`config.mk`:
```
export PLATFORM = sky130hd
export DESIGN_NAME = pipe_hold_ctrl
export DESIGN_NICKNAME = d
export VERILOG_FILES = /design/src/rtl/pipe_pkg.sv /design/src/rtl/pipe_perf_cnt.sv /design/src/rtl/pipe_hold_ctrl.sv
export SDC_FILE = /design/constraint.sdc
export NUM_CORES = 1
export LEC_CHECK = 0
export CELL_PAD_IN_SITES_DETAIL_PLACEMENT = 1
export CELL_PAD_IN_SITES_GLOBAL_PLACEMENT = 1
export CORE_UTILIZATION = 21
export CTS_CLUSTER_DIAMETER = 80
export DETAILED_ROUTE_END_ITERATION = 8
export GPL_ROUTABILITY_DRIVEN = 0
export GPL_TIMING_DRIVEN = 0
export PLACE_DENSITY = 0.87
export SLEW_MARGIN = 20
export SYNTH_ARGS = -nofsm -noshare
export SYNTH_HDL_FRONTEND = slang
export SYNTH_SLANG_ARGS = --single-unit
export TNS_END_PERCENT = 1
```
`constraint.sdc`:
```
create_clock -name clk_i -period 1.1 [get_ports clk_i]
set_input_delay 0.22 -clock clk_i [delete_from_list [all_inputs] [get_ports clk_i]]
set_output_delay 0.22 -clock clk_i [all_outputs]
set_load 0.02 [all_outputs]
```
`src/rtl/pipe_pkg.sv`:
```
// Shared pipeline-control definitions: hold levels, FSM states, widths.
package pipe_pkg;

  localparam int HOLD_W = 3;

  // Hold levels, same encoding as the HOLD_BUS consumed by the stage registers
  localparam logic [HOLD_W-1:0] HOLD_NONE  = 3'd0;
  localparam logic [HOLD_W-1:0] HOLD_PC    = 3'd1;
  localparam logic [HOLD_W-1:0] HOLD_IF_ID = 3'd2;
  localparam logic [HOLD_W-1:0] HOLD_ID_EX = 3'd3;

  typedef enum logic [0:0] {
    IDLE  = 1'b0,
    FLUSH = 1'b1
  } state_e;

endpackage

```
`src/rtl/pipe_perf_cnt.sv`:
```
// Generic wrapping event counter with synchronous active-high clear.
module pipe_perf_cnt #(
  parameter int W = 32
) (
  input  logic         clk_i,
  input  logic         clr_i,
  input  logic         en_i,
  output logic [W-1:0] cnt_o
);

  // Count enabled cycles, wrapping modulo 2^W; clear has priority
  always_ff @(posedge clk_i) begin
    if (clr_i)     cnt_o <= '0;
    else if (en_i) cnt_o <= cnt_o + W'(1);
  end

endmodule

```
`src/rtl/pipe_hold_ctrl.sv`:
```
// Pipeline hold/flush arbiter with jump redirect and stretched jump flush.
// Optional performance counters enabled by defining PIPE_HOLD_CTRL_PERF_EN.
// Note: rst_n_i is active-high despite its name (legacy port name).
module pipe_hold_ctrl
  import pipe_pkg::*;
#(
  parameter int FLUSH_CYCLES = 2,  // 1..15, includes the request cycle
  parameter int CNT_W        = 32
) (
  input  logic              clk_i,
  input  logic              rst_n_i,
  input  logic              jump_flag_i,
  input  logic [31:0]       jump_addr_i,
  input  logic              ex_hold_i,
  input  logic              id_hold_i,
  input  logic              bus_hold_i,
  input  logic              clint_hold_i,
  output logic [HOLD_W-1:0] hold_flag_o,
  output logic              jump_flag_o,
  output logic [31:0]       jump_addr_o,
  output logic [CNT_W-1:0]  stall_cnt_o,
  output logic [CNT_W-1:0]  flush_cnt_o
);

  localparam logic [3:0] RELOAD = 4'(FLUSH_CYCLES - 1);

  state_e      state_q;
  logic [3:0]  flush_cnt_q;
  logic [31:0] jump_addr_q;
  logic        jump;

  // A jump is never accepted while reset is asserted
  assign jump = jump_flag_i & ~rst_n_i;

  // Flush stretch FSM: reload on every accepted jump, count down in FLUSH
  always_ff @(posedge clk_i) begin
    if (rst_n_i) begin
      state_q     <= IDLE;
      flush_cnt_q <= '0;
      jump_addr_q <= '0;
    end else if (jump) begin
      if (FLUSH_CYCLES > 1) begin
        state_q     <= FLUSH;
        flush_cnt_q <= RELOAD;
        jump_addr_q <= jump_addr_i;
      end
    end else if (state_q == FLUSH) begin
      if (flush_cnt_q == 4'd1) begin
        state_q     <= IDLE;
        flush_cnt_q <= '0;
      end else begin
        flush_cnt_q <= flush_cnt_q - 4'd1;
      end
    end
  end

  // Output arbitration: reset > jump > flush stretch > stall priority chain
  always_comb begin
    hold_flag_o = HOLD_NONE;
    jump_flag_o = 1'b0;
    jump_addr_o = jump_addr_q;
    if (rst_n_i) begin
      jump_addr_o = '0;
    end else if (jump) begin
      hold_flag_o = HOLD_ID_EX;
      jump_flag_o = 1'b1;
      jump_addr_o = jump_addr_i;
    end else if (state_q == FLUSH) begin
      hold_flag_o = HOLD_ID_EX;
    end else if (ex_hold_i || clint_hold_i) begin
      hold_flag_o = HOLD_ID_EX;
    end else if (bus_hold_i) begin
      hold_flag_o = HOLD_PC;
    end else if (id_hold_i) begin
      hold_flag_o = HOLD_IF_ID;
    end
  end

`ifdef PIPE_HOLD_CTRL_PERF_EN
  logic [CNT_W-1:0] stall_q;
  logic [CNT_W-1:0] flush_q;

  pipe_perf_cnt #(.W(CNT_W)) u_stall_cnt (
    .clk_i (clk_i),
    .clr_i (rst_n_i),
    .en_i  (hold_flag_o != HOLD_NONE),
    .cnt_o (stall_q)
  );

  pipe_perf_cnt #(.W(CNT_W)) u_flush_cnt (
    .clk_i (clk_i),
    .clr_i (rst_n_i),
    .en_i  (jump_flag_o),
    .cnt_o (flush_q)
  );

  // Counters read as zero for the whole reset window, not just after the edge
  assign stall_cnt_o = rst_n_i ? '0 : stall_q;
  assign flush_cnt_o = rst_n_i ? '0 : flush_q;
`else
  assign stall_cnt_o = '0;
  assign flush_cnt_o = '0;
`endif

endmodule
```
# Word level (Yosys, flattened, before mapping)
# Cells that the tools add are included.
classes:
  eq_ne: 1
  reduce_logical: 3
  bitwise_logic: 2
  muxes: 16
  div: 0
  shifts: 0
  addsub: 1
  magnitude_cmp: 0
  multipliers: 0
op_table:
  columns: ["operator", "count"]
  rows:
  - ["$mux W32", 2]
  - ["$mux W2", 6]
  - ["$mux W1", 7]
  - ["$eq A4 B1 Y1 const B", 1]
  - ["$mux W4", 1]
  - ["$sub A4 B1 Y4 const B", 1]
  - ["$reduce_bool A2 Y1", 1]
  - ["$reduce_or A2 Y1", 1]
  - ["$and A1 B1 Y1", 1]
  - ["$logic_or A1 B1 Y1", 1]
  - ["$not A1 Y1", 1]
totals:
  latch_bits: 0
  reg_bits: 37
  mem_bits_ro: 0
  word_cells: 27
  in_bits: 39
  memories: 0
  ram_bits: 0
  out_inout_bits: 100

# Logic depth before layout (Yosys ltp)
logic_depth:
  depth_word: 6
  ltp_mapped: 4
  mapped_depth_nobuf: 4

# Worst setup path after synthesis
# No wires, ideal clock.
synth_timing:
  kind: "input -> output"
  from: "input jump_flag_i"
  to: "output jump_addr_o[21]"
  t_arrival_ns: 0.936
  path_stages: 4
  setup_slack_ns: -0.056
  path_cell_list: "buf_4 -> buf_6 -> mux2i_1 -> nor2_1"
synth_between:
  elab_chain_cells: 3
synth_lines:
  columns: ["item", "line", "rtl"]
  rows:
  - ["start, declared", "pipe_hold_ctrl.sv:12", "input logic jump_flag_i,"]
  - ["$and A1 B1 Y1", "pipe_hold_ctrl.sv:33", "assign jump = jump_flag_i & ~rst_n_i;"]
  - ["$mux W32", null, null]
  - ["$mux W32", "pipe_hold_ctrl.sv:62", "if (rst_n_i) begin"]
  - ["end, declared", "pipe_hold_ctrl.sv:20", "output logic [31:0] jump_addr_o,"]
# No other way between the ends.

# Worst setup path after layout
layout_timing:
  from: "register state_q"
  to: "output hold_flag_o[0]"
layout_between:
  elab_chain_cells: 3
layout_lines:
  columns: ["item", "line", "rtl"]
  rows:
  - ["start, declared", "pipe_hold_ctrl.sv:27", "state_e state_q;"]
  - ["start signal, assigned", "pipe_hold_ctrl.sv:38", "state_q <= IDLE;"]
  - ["start signal, assigned", "pipe_hold_ctrl.sv:43", "state_q <= FLUSH;"]
  - ["start signal, assigned", "pipe_hold_ctrl.sv:49", "state_q <= IDLE;"]
  - ["$mux W2", "pipe_hold_ctrl.sv:68", "end else if (state_q == FLUSH) begin"]
  - ["$mux W2", "pipe_hold_ctrl.sv:64", "end else if (jump) begin"]
  - ["$mux W2", "pipe_hold_ctrl.sv:62", null]
  - ["end, declared", "pipe_hold_ctrl.sv:18", "output logic [HOLD_W-1:0] hold_flag_o,"]
# No other way between the ends.

==> impl_metrics.json <==
{
  "fin_tns_setup_ps": -6360,
  "diodes": 0,
  "antenna_left": 0,
  "reg2reg_slack_ps": -70,
  "cap_viol_max_count": 0,
  "grt_usage": 0.107,
  "portBuffers": 72,
  "comb_power_share": 0.308,
  "seqCellArea_um2": 749,
  "cp_slowest_stage_delay_ps": 360,
  "crit_path_start_kind": "register",
  "routed_wl_um": 5190,
  "critPathKind": "register to primary output",
  "final_common_cell": "buf_4",
  "cts_buffers": 5,
  "die_h_um": 97.7,
  "antenna_found_initial": 0,
  "vdd_drop_max_v": 0.000520,
  "synthCells": 203,
  "hold_viol": 0,
  "overflow": 0,
  "critPathCaptureType": "primary output",
  "p_int_uw": 2470,
  "nNetsFinal": 388,
  "power_frac_clock": 0.285,
  "pwr_density_cell_nw_per_um2": 1110,
  "swShare": 0.315,
  "drc": 10,
  "clk_pin_slew_ps": 70,
  "rr_endpoint": "flush_cnt_q[3]",
  "leakagePower_uw": 0.00164,
  "max-clock-path-buffers": 2,
  "fin_crit_sh": 1.18,
  "areaGrowthSynthToFinish_pct": 69.5,
  "cp_cell_sequence": "nor4_4 > a21oi_1 > buf_2",
  "pwr-share-seq": 0.406,
  "reg2reg_depth": 3,
  "hold_buffers": 0,
  "ios": 139,
  "drt_iter0_drc": 24,
  "yosysSeqAreaShare": 0.385,
  "skew_ps": 0.156,
  "rsz0062_at_grt": "yes",
  "period_needed_ps": 1300,
  "ys_ff_latch": 37,
  "cp_data_arrival_time_ps": 1080,
  "slowest_stage": "dfxtp_4",
  "initial_core_util": 0.218,
  "multi_input_area_um2": 1000,
  "dp_cells": 447,
  "critPathTopFamily": "flip-flops",
  "fmax_ghz": 0.771,
  "hp-class": "input port to register",
  "cp.buffers_inverters": 1,
  "r2r_start": "state_q",
  "via_count": 1654,
  "cts_root_buf": "clkbuf_8",
  "path_max_fanout": 2,
  "clk_latency_ps": 280,
  "status": "finished, violations left",
  "cp.depth": 3,
  "setup_viol": 37,
  "viasPerCell": 3.63,
  "cp-endpoint": "hold_flag_o[0]",
  "final_cell_mix": "buf_4, conb_1, dfxtp_1, clkdlybuf4s50_1, mux2i_1",
  "final_cell_count_no_fill": 456,
  "ys_warn_count": 0,
  "synth_area_um2": 1920,
  "row_count": 34,
  "h-tree-depth": 2,
  "crit_path_start": "state_q",
  "core_um2": 8810,
  "fill_cells": 1030,
  "drive_gt1_frac": 0.460,
  "pre_cts_ws_ps": -1180,
  "synth.distinct_cells": 24,
  "clock-sinks": 37,
  "violations": "design-rule violations, negative setup slack",
  "synth.avg_cell_area_um2": 9.47,
  "grt_pass1_vias": 1703,
  "required_ps": 880,
  "die_w_um": 97.7,
  "dp_hpwl_um": 4150,
  "grt_max_degree": 13,
  "dieArea_um2": 9540,
  "fin_ws_ps": -197,
  "wl_per_cell_um": 11.4,
  "cts_tree": "built",
  "final_max_slew_viol_count": 0,
  "first_pass_iters": 6,
  "grt_pass1_wl_um": 7980,
  "p_switching_uw": 1130
}
what timing repair did:
action	CTS	global route
endpoints found under the setup margin	70	40
gates resized for setup	234	10
pin swaps	3	1
buffers inserted	1	0
cloned	0	0
power by group through the flow:
stage,Clock (uW),Sequential [uW],Combinational [uW]
after floorplan,0,1480,693
after global placement,0,1480,1010
after detailed placement,0,1490,1030
after CTS,1080,1460,1090
after global routing,1130,1470,1190
final,1030,1460,1110
through the flow:
| stage | hold WS (ps) | instance area, um^2 | utilization | power, uW |
|---|---|---|---|---|
| after global placement | 484 | 3020 | 0.343 | 2500 |
| after floorplan | 394 | 2160 | - | 2170 |
| after global routing | 248 | 3260 | 0.370 | 3790 |
| after CTS | 233 | 3210 | 0.364 | 3630 |
| final | 242 | 3260 | 0.370 | 3600 |
| after detailed placement | 503 | 3020 | 0.343 | 2530 |
cell families (layout without fill, tap and decap cells):
kind of cell             after synthesis  after routing  share of synthesized area
buffers and inverters                 77            158                      0.287
multiplexers                          33             33                      0.173
other                                  1             65                    0.00195
adder cells (fa/ha/maj)                2              2                     0.0130
AND/OR/NAND/NOR                       46             46                      0.114
AO/OA/AOI/OAI                          7              7                     0.0260
flip-flops                            37             37                      0.385
how the worst min path moves through the flow:
stage,from,endpoint,slack (ps),cells after the start
after floorplan,rst_n_i,state_q,390,2
after global placement,jump_addr_q[21],jump_addr_q[21],480,2
after detailed placement,jump_addr_q[3],jump_addr_q[3],500,2
after CTS,jump_flag_i,flush_cnt_q[1],230,2
after global routing,jump_flag_i,flush_cnt_q[1],250,2
final,jump_flag_i,flush_cnt_q[1],240,2
synth_stat cells:
cell type   n  area (um^2)
nor2_1     33          124
buf_6       1         11.3
a2111oi_0   1         8.76
mux2_2      1         11.3
or3b_1      1         8.76
buf_4      66          495
or2b_1      1         7.51
and2_1      1         6.26
inv_1       4         15.0
a21oi_1     2         10.0
dfxtp_1    37          741
nor4b_2     1         15.0
a211oi_1    1         7.51
nor3b_1     2         15.0
ha_1        2         25.0
nand2b_1    4         25.0
mux2i_1    32          320
o221ai_1    1         8.76
a32o_1      1         10.0
conb_1      1         3.75
o21ai_0     1         5.00
nor3_1      1         5.00
nor4_1      2         12.5
buf_2       6         30.0
area by class of cell:
class,count,share of cell area
timing repair buffer,73,0.209
sequential,37,0.230
clock buffer,6,0.0254
buffer,73,0.176
multi-input combinational,153,0.308
clock inverter,2,0.00423
tap,108,0.0415
inverter,4,0.00461
flip-flops by register name, summed over array words and instances (netlist names):
signal and count:
jump_addr_q 32, flush_cnt_q 4, state_q 1
metal layers:
layer	up-vias	share of wire	track usage
met5	-	0	0
met4	0	0.0071	0.0280
met3	5	0.098	0.0424
met2	75	0.55	0.213
met1	756	0.34	0.100
li1	818	-	-
Power figures use the tool's default switching activity.
==> patch, RTL diff (config.mk and constraints unchanged) <==
The option `PIPE_HOLD_CTRL_PERF_EN` is turned on by a define.
--- a/src/rtl/pipe_hold_ctrl.sv
+++ b/src/rtl/pipe_hold_ctrl.sv
@@ -1,6 +1,8 @@
 // Pipeline hold/flush arbiter with jump redirect and stretched jump flush.
 // Optional performance counters enabled by defining PIPE_HOLD_CTRL_PERF_EN.
 // Note: rst_n_i is active-high despite its name (legacy port name).
+`define PIPE_HOLD_CTRL_PERF_EN
+
 module pipe_hold_ctrl
   import pipe_pkg::*;
 #(
Function: changed (a bounded check fails within 4 cycles, from zero or initial values and one cycle with rst_n_i high).
==> patch against the original RTL <==
The run still ends with DRC, setup timing left; power increased by 130%; die area grew 140%; register-to-register slack lost 0.65 ns; routed wire length rose to 3.3 times the old value; area after synthesis is 150% higher; core utilization shrank 0.35 points; worst setup slack got worse by 0.53 ns; via count rose to 2.8 times the old value; sequential cell count increased by 64; sequential share of layout area increased by 3.7 points; cell area is 150% higher; critical endpoint is now u_flush_cnt.cnt_o[31].
==> patch: results (changes against the original RTL) <==
global_route:
  grt_pass1_wl_mm: 26.9  # was 7.98 mm
  grt_max_degree: 19  # was 13
  gr-usage-all-layers: 0.147  # was 0.107
  grt_pass1_vias: 4984  # was 1,703
yosys:
  synth_common_cells: "nor2_1 (103), dfxtp_1 (101), nor2b_1 (58), mux2i_1 (34), xor2_1 (29)"  # was buf_4 (66), dfxtp_1 (37), nor2_1 (33), mux2i_1 (32), buf_2 (6)
  yosysWarnings: 0  # unchanged
  synth_compound_area_frac: 0.0311  # was 0.0260
  synth.area.top_cells: "dfxtp_1 (43%), nor2_1 (8.1%), nor2b_1 (7.6%)"  # was dfxtp_1 (39%), buf_4 (26%), mux2i_1 (17%)
  synthMuxAreaShare: 0.0834  # was 0.173
  seq_area_frac_synth: 0.425  # was 0.385
  synth_xor_area_frac: 0.0903  # was 0
  synthAdderAreaFrac: 0.0105  # was 0.0130
  synth_cell_types: 42  # was 24
worst_setup_path:
  critPathMaxStageDelay_ns: 0.39  # was 0.36 ns
  r2r-end: "u_flush_cnt.cnt_o[31]"  # was flush_cnt_q[3]
  path_delay_family: "simple AND/OR/NAND/NOR gates"  # was flip-flops
  cp_max_fo: 4  # was 2
  r2r-start: "u_flush_cnt.cnt_o[18]"  # was state_q
  cpMaxStageDelayCell: "or3_4"  # was dfxtp_4
  r2r_cells: 5  # was 3
  crit_type: "reg -> reg"  # was reg -> out
  arrival_ns: 2.07  # was 1.08 ns
clock_network:
  clk_latency_ns: 0.36  # was 0.28 ns
  numCtsBuffers: 9  # was 5
  cts_root_buf: "clkbuf_16"  # was clkbuf_8
  htreeDepth: 3  # was 2
sta:
  fin_setup_tns_ns: -49.37  # was -6.36 ns
  skew_ns: 0.0107  # was 0.000156 ns
  fin_ws_ns: -0.724  # was -0.197 ns
  setup_violations: 158  # was 37
drt:
  wl_per_cell_um: 17.0  # was 11.4 um
  first_pass_iters: 8  # was 6
  route.detailed.drc: 5  # was 10
  vias: 4687  # was 1,654
  drt-initial-drc-count: 204  # was 24
run_status:
  violations: "DRC, setup timing"  # unchanged
  status: "complete, but fails checks"  # unchanged
placement:
  placed_area_um2: 6500  # was 3020 um2
  io_buffer_count: 135  # was 72
  hpwl_mm: 11.6  # was 4.15 mm
finish:
  nets: 778  # was 388
  drive_gt1_frac: 0.476  # was 0.460
  reg_top3: "jump_addr_q x32, u_flush_cnt.cnt_o x32, u_stall_cnt.cnt_o x32"  # was jump_addr_q x32, flush_cnt_q x4, state_q x1
power_and_ir_drop:
  vdd_ir_drop_max_v: 0.000706  # was 0.000520 V
  switchingPower_mw: 2.28  # was 1.13 mW
  power_leakage_nw: 3.13  # was 1.64 nW
min_path:
  hold_path.class: "in -> reg"  # unchanged
## patch: worst min-delay path, delay by kind of cell
kind | cells | cell delay, ns
AND/OR/NAND/NOR | 3 | 0.25
buffers and inverters | 1 | 0.14
XOR/XNOR | 1 | 0.07
## patch: what timing repair did
action                                  CTS  global route
endpoints found under the setup margin  200           164
pin swaps                                23            16
setup buffers                            24            11
endpoints found under the hold margin     0             0
gates resized for setup                 720           133
## patch: power by group through the flow
stage / clock network (mW) / registers [mW] / logic, mW
floorplan: 0 / 3.87 / 0.461
global placement: 0 / 3.88 / 0.861
detailed placement: 0 / 3.88 / 0.883
CTS: 3.52 / 3.76 / 1.05
global route: 3.68 / 3.77 / 1.20
finish: 3.44 / 3.76 / 1.13
## patch: worst min path at each step
stage	from	cells past startpoint	endpoint	slack, ns
floorplan	u_stall_cnt.cnt_o[31]	1	u_stall_cnt.cnt_o[31]	0.42
global placement	u_stall_cnt.cnt_o[31]	1	u_stall_cnt.cnt_o[31]	0.43
detailed placement	u_stall_cnt.cnt_o[31]	1	u_stall_cnt.cnt_o[31]	0.44
CTS	rst_n_i	5	u_flush_cnt.cnt_o[23]	0.34
global route	jump_flag_i	4	u_flush_cnt.cnt_o[6]	0.38
finish	rst_n_i	5	u_flush_cnt.cnt_o[23]	0.36
## patch: logic make-up (layout without fill, tap and decap cells)
| group | count (synthesis) | in the layout |
|---|---|---|
| mux | 39 | 39 |
| flops | 101 | 101 |
| buf+inv | 42 | 227 |
| fa+ha+maj | 4 | 4 |
| simple gates | 293 | 293 |
| xor+xnor | 49 | 49 |
| other cells | 1 | 1 |
| compound gates | 26 | 26 |
## patch: per-layer routing
metal / up-vias / part of all wire / track usage
met1: 2306 / 0.41 / 0.169
met4: 0 / 0.034 / 0.0741
met5: - / 0 / 0
met2: 108 / 0.52 / 0.264
li1: 2243 / - / -
met3: 30 / 0.036 / 0.0253
## patch: metrics by stage
stage,worst slack [ns],power [mW],cells,utilization
after floorplan,-0.584,4.33,555,-
after detailed placement,-2.22,4.77,970,0.295
after CTS,-0.673,8.32,1009,0.344
final,-0.724,8.32,1020,0.366
after global placement,-2.21,4.74,970,0.295
after global routing,-0.838,8.65,1020,0.366
## patch: cell type report
class,count,area [um2]
fillers,2510,14000
flip-flops and latches,101,2150
inverters,12,45.0
well taps,280,350
repair buffers,170,1650
plain buffers,29,364
clock buffers,9,225
clock inverters,7,81.3
multi-input cells,412,3200
